--- config.mk ---
export PLATFORM = sky130hd
export DESIGN_NAME = pe_array_sequencer_flat
export DESIGN_NICKNAME = d
export VERILOG_FILES = /design/src/rtl/pe_array_sequencer_if.sv /design/src/rtl/pe_array_sequencer.sv /design/src/flat_wrapper.sv
export SDC_FILE = /design/constraint.sdc
export NUM_CORES = 1
export LEC_CHECK = 0
export CAP_MARGIN = 20
export CORE_UTILIZATION = 58
export CTS_CLUSTER_SIZE = 40
export DETAILED_ROUTE_END_ITERATION = 16
export PLACE_DENSITY = 0.87
export SLEW_MARGIN = 20
export SYNTH_ARGS = -nofsm -noshare
export SYNTH_HDL_FRONTEND = slang
export SYNTH_SLANG_ARGS = --single-unit
export TNS_END_PERCENT = 20
--- constraint.sdc ---
create_clock -name CLK -period 3.3 [get_ports CLK]
set_clock_uncertainty 0.15 [all_clocks]
set_input_delay 0.66 -clock CLK [delete_from_list [all_inputs] [get_ports CLK]]
set_output_delay 0.66 -clock CLK [all_outputs]
set_load 0.03 [all_outputs]
--- src/rtl/pe_array_sequencer_if.sv ---
// Host/array bundle for the PE-array sequencer.
// The slave modport is the sequencer side. The master modport is the environment side,
// which is the host that pushes instructions plus the PE array that answers handshakes.
interface pe_array_sequencer_if #(
    parameter int command_width = 4,
    parameter int REP_WIDTH     = 4
);
    logic                     push_valid;
    logic [command_width-1:0] push_cmd;
    logic [REP_WIDTH-1:0]     push_rep;
    logic                     push_ready;
    logic                     array_ready;
    logic                     array_ack;
    logic [command_width-1:0] command_to_execute;

    modport master (
        output push_valid, push_cmd, push_rep, array_ready,
        input  push_ready, array_ack, command_to_execute
    );

    modport slave (
        input  push_valid, push_cmd, push_rep, array_ready,
        output push_ready, array_ack, command_to_execute
    );
endinterface

--- src/rtl/pe_array_sequencer.sv ---
// PE-array instruction sequencer.
// Instructions are queued in a FIFO and drained while go is high. Each instruction
// is issued as (rep + 1) four-phase ack/ready handshakes. A stalled phase times out
// into a sticky ERROR state, which flushes the queue.
module pe_array_sequencer #(
    parameter int command_width = 4,
    parameter int REP_WIDTH     = 4,
    parameter int FIFO_DEPTH    = 8,
    parameter int TIMEOUT       = 255
) (
    input  logic                        CLK,
    input  logic                        RST,
    pe_array_sequencer_if.slave         bus,
    input  logic                        go,
    input  logic                        clear_err,
    output logic                        idle,
    output logic                        err,
    output logic [15:0]                 issued_count
);
    localparam int PTR_W  = $clog2(FIFO_DEPTH);
    localparam int CNT_W  = PTR_W + 1;
    localparam int WAIT_W = $clog2(TIMEOUT + 1);

    localparam logic [2:0] S_IDLE   = 3'd0;
    localparam logic [2:0] S_LOAD   = 3'd1;
    localparam logic [2:0] S_ASSERT = 3'd2;
    localparam logic [2:0] S_DROP   = 3'd3;
    localparam logic [2:0] S_ERROR  = 3'd4;

    // Codes 8 and above are not executable by the array and are dropped in LOAD.
    localparam logic [command_width:0] EXEC_LIMIT = (command_width + 1)'(8);

    typedef struct packed {
        logic [command_width-1:0] cmd;
        logic [REP_WIDTH-1:0]     rep;
    } entry_t;

    entry_t                   mem_q [FIFO_DEPTH];
    logic [PTR_W-1:0]         wr_ptr_q, wr_ptr_d;
    logic [PTR_W-1:0]         rd_ptr_q, rd_ptr_d;
    logic [CNT_W-1:0]         count_q, count_d;
    logic [2:0]               state_q, state_d;
    logic [REP_WIDTH-1:0]     rep_cnt_q, rep_cnt_d;
    logic [WAIT_W-1:0]        wait_cnt_q, wait_cnt_d;
    logic [command_width-1:0] cmd_q, cmd_d;
    logic                     ack_q, ack_d;
    logic [15:0]              issued_q, issued_d;

    logic   push_fire;
    logic   pop;
    entry_t head;
    entry_t push_entry;

    assign head              = mem_q[rd_ptr_q];
    assign push_entry        = '{cmd: bus.push_cmd, rep: bus.push_rep};
    assign bus.push_ready    = (count_q != CNT_W'(FIFO_DEPTH)) && (state_q != S_ERROR);
    assign push_fire         = bus.push_valid && bus.push_ready;
    assign bus.array_ack     = ack_q;
    assign bus.command_to_execute = cmd_q;
    assign idle              = (state_q == S_IDLE);
    assign err               = (state_q == S_ERROR);
    assign issued_count      = issued_q;

    // Next-state logic for the FSM, the repeat and wait counters, and the queue pointers.
    always_comb begin
        // NOTE: every output of this block gets a default first, so a path that does not
        // assign it still cannot infer a latch.
        state_d    = state_q;
        rep_cnt_d  = rep_cnt_q;
        cmd_d      = cmd_q;
        issued_d   = issued_q;
        pop        = 1'b0;

        case (state_q)
            S_IDLE: begin
                if (go && count_q != '0) state_d = S_LOAD;
            end
            S_LOAD: begin
                pop       = 1'b1;
                rep_cnt_d = head.rep;
                if ({1'b0, head.cmd} < EXEC_LIMIT) begin
                    cmd_d   = head.cmd;
                    state_d = S_ASSERT;
                end else if (go && count_q > CNT_W'(1)) begin
                    state_d = S_LOAD;
                end else begin
                    state_d = S_IDLE;
                end
            end
            S_ASSERT: begin
                if (!bus.array_ready)                     state_d = S_DROP;
                else if (wait_cnt_q == WAIT_W'(TIMEOUT))  state_d = S_ERROR;
            end
            S_DROP: begin
                if (bus.array_ready) begin
                    if (issued_q != 16'hFFFF) issued_d = issued_q + 1'b1;
                    if (rep_cnt_q != '0) begin
                        rep_cnt_d = rep_cnt_q - 1'b1;
                        state_d   = S_ASSERT;
                    end else if (go && count_q != '0) begin
                        state_d = S_LOAD;
                    end else begin
                        state_d = S_IDLE;
                    end
                end else if (wait_cnt_q == WAIT_W'(TIMEOUT)) begin
                    state_d = S_ERROR;
                end
            end
            S_ERROR: begin
                if (clear_err) state_d = S_IDLE;
            end
            default: state_d = S_IDLE;
        endcase

        // The wait counter restarts on every entry into a handshake phase.
        if ((state_d == S_ASSERT || state_d == S_DROP) && state_d == state_q)
            wait_cnt_d = wait_cnt_q + 1'b1;
        else
            wait_cnt_d = '0;

        // The ack output is registered from the next state, so it is high exactly while the FSM is in ASSERT.
        ack_d = (state_d == S_ASSERT);

        wr_ptr_d = push_fire ? wr_ptr_q + 1'b1 : wr_ptr_q;
        rd_ptr_d = pop       ? rd_ptr_q + 1'b1 : rd_ptr_q;
        case ({push_fire, pop})
            2'b10:   count_d = count_q + 1'b1;
            2'b01:   count_d = count_q - 1'b1;
            default: count_d = count_q;
        endcase

        // A timeout discards everything still queued, including an entry pushed on the same edge.
        if (state_d == S_ERROR) begin
            wr_ptr_d = '0;
            rd_ptr_d = '0;
            count_d  = '0;
        end
    end

    // Control state registers with asynchronous reset.
    always_ff @(posedge CLK or posedge RST) begin
        if (RST) begin
            state_q    <= S_IDLE;
            wr_ptr_q   <= '0;
            rd_ptr_q   <= '0;
            count_q    <= '0;
            rep_cnt_q  <= '0;
            wait_cnt_q <= '0;
            cmd_q      <= '0;
            ack_q      <= 1'b0;
            issued_q   <= '0;
        end else begin
            // NOTE: non-blocking assignments, so every register samples pre-edge values.
            state_q    <= state_d;
            wr_ptr_q   <= wr_ptr_d;
            rd_ptr_q   <= rd_ptr_d;
            count_q    <= count_d;
            rep_cnt_q  <= rep_cnt_d;
            wait_cnt_q <= wait_cnt_d;
            cmd_q      <= cmd_d;
            ack_q      <= ack_d;
            issued_q   <= issued_d;
        end
    end

    // Instruction storage written on accepted pushes.
    always_ff @(posedge CLK) begin
        // NOTE: the storage array has no reset. An entry is only read after it has been
        // written, because occupancy is tracked by the reset pointers and count.
        if (push_fire) mem_q[wr_ptr_q] <= push_entry;
    end
endmodule
--- src/flat_wrapper.sv ---
// flat-port wrapper written by rule: the top's interface ports become plain ports
module pe_array_sequencer_flat 
#(
    parameter int command_width = 4,
    parameter int REP_WIDTH     = 4,
    parameter int FIFO_DEPTH    = 8,
    parameter int TIMEOUT       = 255
)
  (CLK, RST, go, clear_err, idle, err, issued_count, bus_push_valid, bus_push_cmd, bus_push_rep, bus_array_ready, bus_push_ready, bus_array_ack, bus_command_to_execute);
  pe_array_sequencer_if #(.command_width(command_width), .REP_WIDTH(REP_WIDTH)) bus_i ();
  input  logic CLK;
  input  logic RST;
  input  logic go;
  input  logic clear_err;
  output logic idle;
  output logic err;
  output logic [15:0] issued_count;
  input wire logic [$bits(bus_i.push_valid)-1:0] bus_push_valid;
  input wire logic [$bits(bus_i.push_cmd)-1:0] bus_push_cmd;
  input wire logic [$bits(bus_i.push_rep)-1:0] bus_push_rep;
  input wire logic [$bits(bus_i.array_ready)-1:0] bus_array_ready;
  output wire logic [$bits(bus_i.push_ready)-1:0] bus_push_ready;
  output wire logic [$bits(bus_i.array_ack)-1:0] bus_array_ack;
  output wire logic [$bits(bus_i.command_to_execute)-1:0] bus_command_to_execute;
  assign bus_i.push_valid = bus_push_valid;
  assign bus_i.push_cmd = bus_push_cmd;
  assign bus_i.push_rep = bus_push_rep;
  assign bus_i.array_ready = bus_array_ready;
  assign bus_push_ready = bus_i.push_ready;
  assign bus_array_ack = bus_i.array_ack;
  assign bus_command_to_execute = bus_i.command_to_execute;
  pe_array_sequencer #(.command_width(command_width), .REP_WIDTH(REP_WIDTH), .FIFO_DEPTH(FIFO_DEPTH), .TIMEOUT(TIMEOUT)) u_core (.CLK(CLK), .RST(RST), .bus(bus_i), .go(go), .clear_err(clear_err), .idle(idle), .err(err), .issued_count(issued_count));
endmodule
* Word level (Yosys, flattened, before mapping)
Memory sizes are Yosys's and may differ from the RTL's.
Index checks and enable logic that the tools add are counted.
** Word-level totals
- Register bits :: 46
- Bits in writable memories :: 64
- Input port bits :: 14
- Output and inout port bits :: 24
- Word-level logic and storage cells :: 74
- Memories kept :: 1
** Operators by class
- $add $sub $neg :: 7
- $lt $le $gt $ge :: 2
- Equality and inequality tests :: 16
- Mux-type cells :: 23
- Reduce and logical (&&, ||, !) cells :: 16
** Memory list
- u_core.mem_q :: depth 8, width 8, read ports 1, clocked after memory_dff 0, wr ports 1, line pe_array_sequencer.sv:38 : entry_t mem_q [FIFO_DEPTH];
** Operator list (count)
- 3-bit 2-to-1 mux :: 11
- 16-bit by 1-bit adder with 16-bit output (second input constant) :: 1
- 16-bit != test (second input constant) :: 1
- 4-bit one-hot mux with 2 select lines :: 2
- 3-bit one-hot mux with 5 select lines :: 1
- 3-bit by 2-bit equality test with 1-bit output (second input constant) :: 4
- 4-bit 2-to-1 mux :: 3
- 8-bit by 1-bit adder with 8-bit output (second input constant) :: 1
- 8-bit equality test (second input constant) :: 1
- 8-bit 2-to-1 mux :: 1
- 4-bit nonzero test :: 2
- 4-bit by 1-bit subtractor with 4-bit output (second input constant) :: 2
- 3-bit by 1-bit adder with 3-bit output (second input constant) :: 2
- 3-bit equality test (second input constant) :: 2
- 3-bit AND reduction :: 2
- 2-bit nonzero test :: 3
- 1-bit logical AND :: 5
- 1-bit 2-to-1 mux :: 5
- 4-bit by 1-bit adder with 4-bit output (second input constant) :: 1
- 4-bit by 1-bit > comparator with 1-bit output (second input constant) :: 1
- 4-bit < comparator (second input constant) :: 1
- 4-bit != test (second input constant) :: 1
- 3-bit by 1-bit equality test with 1-bit output (second input constant) :: 1
- 3-bit equality test :: 1
- 9 further kinds :: 9

* Logic depth before layout (Yosys ltp)
- Word-level depth :: 10
- Depth in mapped cells :: 10

* Least setup slack after synthesis
Ideal clock, no wire load.
- Path type :: register to register
- Start :: register u_core.state_q[2]
- End :: memory u_core.mem_q[0][0] (netlist bit) (enable)
- Setup time :: 0.383 ns
- Arrival time :: 2.510 ns
- Slack :: 0.257 ns
- Cell stages (with the launch flop) :: 6
- Cell sequence :: dfrtp_1 > nor3b_1 > a31oi_1 > nand2_1 > or2_1 > nor3_1
** Between the ends
- Word-level cells in the longest chain between the ends :: 5
** Ends and longest elaborated chain
- start, declared :: line pe_array_sequencer.sv:42 : logic [2:0] state_q, state_d;
- start signal, assigned :: line pe_array_sequencer.sv:154 : state_q <= state_d;
- 3-bit != test :: line pe_array_sequencer.sv:56 : assign bus.push_ready = (count_q != CNT_W'(FIFO_DEPTH)) && (state_q != S_ERROR);
- 1-bit logical AND :: line pe_array_sequencer.sv:56
- net bus_push_ready :: line flat_wrapper.sv:22 : output wire logic [$bits(bus_i.push_ready)-1:0] bus_push_ready;
- 1-bit logical AND :: line pe_array_sequencer.sv:57 : assign push_fire = bus.push_valid && bus.push_ready;
- 1-bit 2-to-1 mux :: line pe_array_sequencer.sv:170 : if (push_fire) mem_q[wr_ptr_q] <= push_entry;
- 1-bit 2-to-1 mux (implied by the code) :: line pe_array_sequencer.sv:170
- end, declared :: line pe_array_sequencer.sv:38
The timed path passes the listed nets, and every way through them passes these cells.

* Worst setup path in the final report
- Start :: register u_core.count_q[0]
- End :: output bus_push_ready
** Between the ends
- Word-level cells in the longest chain between the ends :: 2
** Ends and longest elaborated chain
- start, declared :: line pe_array_sequencer.sv:41 : logic [CNT_W-1:0] count_q, count_d;
- start signal, assigned :: line pe_array_sequencer.sv:157 : count_q <= count_d;
- 4-bit != test :: line pe_array_sequencer.sv:56
- 1-bit logical AND :: line pe_array_sequencer.sv:56
- end, declared :: line flat_wrapper.sv:22
No other way between the ends.

==> impl_metrics.toml <==
[critical_path]
timing.rr.start = "u_core.count_q[0]"
critical_path.reg2reg.endpoint = "u_core.count_q[3]"
path_max_fanout = 5
critical-path-slowest-cell = "clkdlybuf4s50_1"
cpPeakStageDelay_ps = 760
setup.worst_path.class = "reg -> out"
critPathCaptureType = "primary output"
cp_cell_sequence = "inv_1, ha_1, a31oi_1, clkdlybuf4s50_1"
critical_path.n_buffers_inverters = 2
reg2regPathDepth = 9
setup.reg_to_reg.worst_slack_ps = 670
cp.required_ps = 2490
cp_top_family = "buffers and inverters"
critical_path.startpoint_type = "flip-flop"
critPathArrivalTime_ps = 2310

[synthesis]
post-synth-top-area-fraction_pct = 39.2
syn_area_um2 = 4900
synth-edff-count = 64
proportion_of_synthesized_flip_flops_having_asynchronous_set_or_reset_pct = 41.8
synthesis.area_per_instance_um2 = 13.8
synth_largest_area_cell = "edfxtp_1"
postSynth.topFlopCell = "edfxtp_1"
synth_sequential_area_ratio_pct = 62.7
post_synth_inst_count = 355
post_synth_num_cell_types = 55
synth_nets = 378
ys_top_cells_by_area = "edfxtp_1, dfrtp_1, mux4_2"
count_of_yosys_warnings_during_synthesis = 0
ys_ff_latch = 110

[cells_and_area]
drive_above_1_share_pct = 15.2
finish.cell_count_without_fillers = 513
num_antenna_cells = 0
nets_final = 426
area.growth.synth_to_final_pct = 14.9

[placed_design]
placer_congestion_estimate = 0.784
dpl.hpwl_mm = 6.10
dpl.cell_count = 497
io_buffer_count = 37

[clock_tree]
cts.root.buffer_cell = "clkbuf_8"
total_number_of_clock_tree_sinks = 110
clk_latency_ps = 380
holdBufCountCts = 0
numCtsBuffers = 9
cts_setup_buffers = 0
clock_tree_from_tritoncts = "done"
path_clk_slew_ps = 120
htree_levels = 3
post_cts_resized = 0
cts_max_path_buffers = 2

[detailed_routing]
post_detailed_routing_wire_length_mm = 8.93
first_pass_drt_iterations = 4
remaining_drc_errors = 0
via_total_after_detailed_routing = 2998
antenna_violating_nets_post_route = 0
average_routed_wire_per_standard_cell_um = 17.4
detailedRoute.firstIterationViolations = 137
route.detailed.vias_per_inst = 5.84

[min_path]
hold_path.startpoint = "u_core.issued_count[11]"
min_path_type = "reg -> reg"
hold_path_depth = 1
holdPathEnd = "u_core.issued_count[11]"

[floorplan]
start_util_pct = 59.9
die_y_um = 93.9
design.core.area_um2 = 8180
die_x_um = 93.9
boundaryPins = 38
dieArea_um2 = 8820
num_rows = 33

[pwr]
power.leakage_uw = 0.00210
worst_ir_drop_vdd_v = 0.000363
power_per_cell_area_nw_per_um2 = 765

[global_route]
globalRouteMet3Util_pct = 3.48
grt.met1_usage_pct = 28.9
busiest_layer = "met2"
via_count_of_the_first_global_routing_pass = 2950
gr-usage-met2_pct = 39.0
grt_first_pass_wirelength_mm = 14.6
grt_start_max_net_pins = 47
grt.overflow.total = 0
groute.usage.overall_pct = 22.5
grt_antenna_before_repair = 0

[sta]
unrepaired_setup_endpoints_after_global_routing = "no"
fin_crit_ps = 3120
max_freq_mhz = 320
timing_max_transition_violations_final = 0
fin_tns_setup_ps = 0
worst_slew_pin_slew_ps = 935
timing.final.setup_violations = 0
post-route-period-util_pct = 94.6
timing.final.hold_violations = 0
max_slew_margin_pct = 37.6

[outcome]
outcome = "finished clean"

[job]
drv.max_cap_violation_count = 0
-- area by class of cell --
type	count	area [um^2]
Clock buffer	9	124
Fill cell	545	2550
Timing Repair Buffer	48	453
Inverter	10	50.0
Multi-Input combinational cell	224	1720
Clock inverter	7	78.8
Tap cell	105	131
Sequential cell	110	3070
-- cells in the final DEF (no fill, tap or decap), drive strengths merged, types with 2 or more instances in the layout --
master	instances
edfxtp	64
dfrtp	46
clkdlybuf4s50	37
nand2	26
nor2	26
nand3	22
xnor2	17
mux4	14
inv	14
o21ai	12
buf	11
a21oi	11
xor2	10
ha	9
clkbuf	9
mux2i	8
nand4	7
nand2b	7
nor2b	6
a211oi	6
nor3	5
a31oi	5
and3	4
nand3b	3
and4	3
clkinv	3
nor3b	2
a311oi	2
mux2	2
or2	2
nor4	2
-- stage by stage --
stage                     utilization (%)  area (um^2)  total power (uW)  hold WS, ps  worst slack (ps)
final                                68.8         5630              4310          350               180
after floorplan                         -         4900              3090          325               257
after CTS                            68.8         5630              4330          358               197
after global placement               66.4         5430              3450          329               646
after detailed placement             66.4         5430              3510          342               629
after global routing                 68.8         5630              4560          386              25.8
-- worst max-delay path by stage --
stage,startpoint,endpoint,slack (ps),cells past startpoint
2_1_floorplan,u_core.state_q[2],u_core.mem_q[0][0],260,5
3_3_place_gp,u_core.state_q[0],bus_push_ready,650,3
3_5_place_dp,u_core.count_q[0],bus_push_ready,630,4
4_1_cts,u_core.count_q[0],bus_push_ready,200,4
5_1_grt,u_core.state_q[0],bus_push_ready,30,3
6_report,u_core.count_q[0],bus_push_ready,180,4
-- flip-flops by register name, indices dropped and copies added (netlist names) --
register and count:
u_core.bus.array_ack 1, u_core.bus.command_to_execute 4, u_core.count_q 4, u_core.issued_count 16
u_core.mem_q 64, u_core.rd_ptr_q 3, u_core.rep_cnt_q 4, u_core.state_q 3
u_core.wait_cnt_q 8, u_core.wr_ptr_q 3
-- power breakdown --
part / switching [uW] / internal (uW) / leakage [uW]
sequential: 308 / 1730 / 0.00117
combinational: 768 / 678 / 0.000825
clock: 518 / 309 / 0.000104
total: 1590 / 2710 / 0.00210
-- cell families (layout without fill, tap and decap cells) --
group / Yosys count / after routing / synth area share [%]
AOI/OAI and AO/OA: 43 / 43 / 6.49
and+or+nand+nor: 121 / 121 / 12.9
DFF: 110 / 110 / 62.7
adders and majority gates: 9 / 9 / 2.30
buffers and inverters: 21 / 74 / 2.22
xor gates and xnor gates: 27 / 27 / 4.83
muxes: 24 / 24 / 8.53
-- synth_stat cells, types with 2 or more instances --
library cell and count:
edfxtp_1 64, inv_1 8, buf_4 2, nand2_1 26
o21ai_0 3, xnor2_1 17, nand3_1 22, nand2b_1 7
buf_2 2, mux4_2 14, and3_1 4, dfrtp_1 46
o21ai_2 8, ha_1 9, nand3b_1 3, xor2_1 10
nor3b_1 2, mux2i_1 8, nand4_1 7, nor2_1 25
clkbuf_1 6, a211oi_1 6, nor3_1 5, a311oi_1 2
and4_1 2, a21oi_1 10, a31oi_1 4, nor2b_1 6
-- layer usage --
layer | wire, um | up-vias | part of all wire [%]
met5 | 0 | - | 0
met4 | 102 | 0 | 1.1
met3 | 393 | 10 | 4.4
met2 | 4660 | 74 | 52
met1 | 3780 | 1490 | 42
li1 | - | 1424 | -
-- worst register-to-register path, cell delays in order, from the launching register on --
cell,delay [ps]
dfrtp_1,440
inv_1,100
ha_1,240
a31oi_1,390
nand2_1,180
ha_1,270
or4_1,400
a21oi_1,170
xnor2_1,140
nor2_1,50
(Power assumes the default switching activity.)
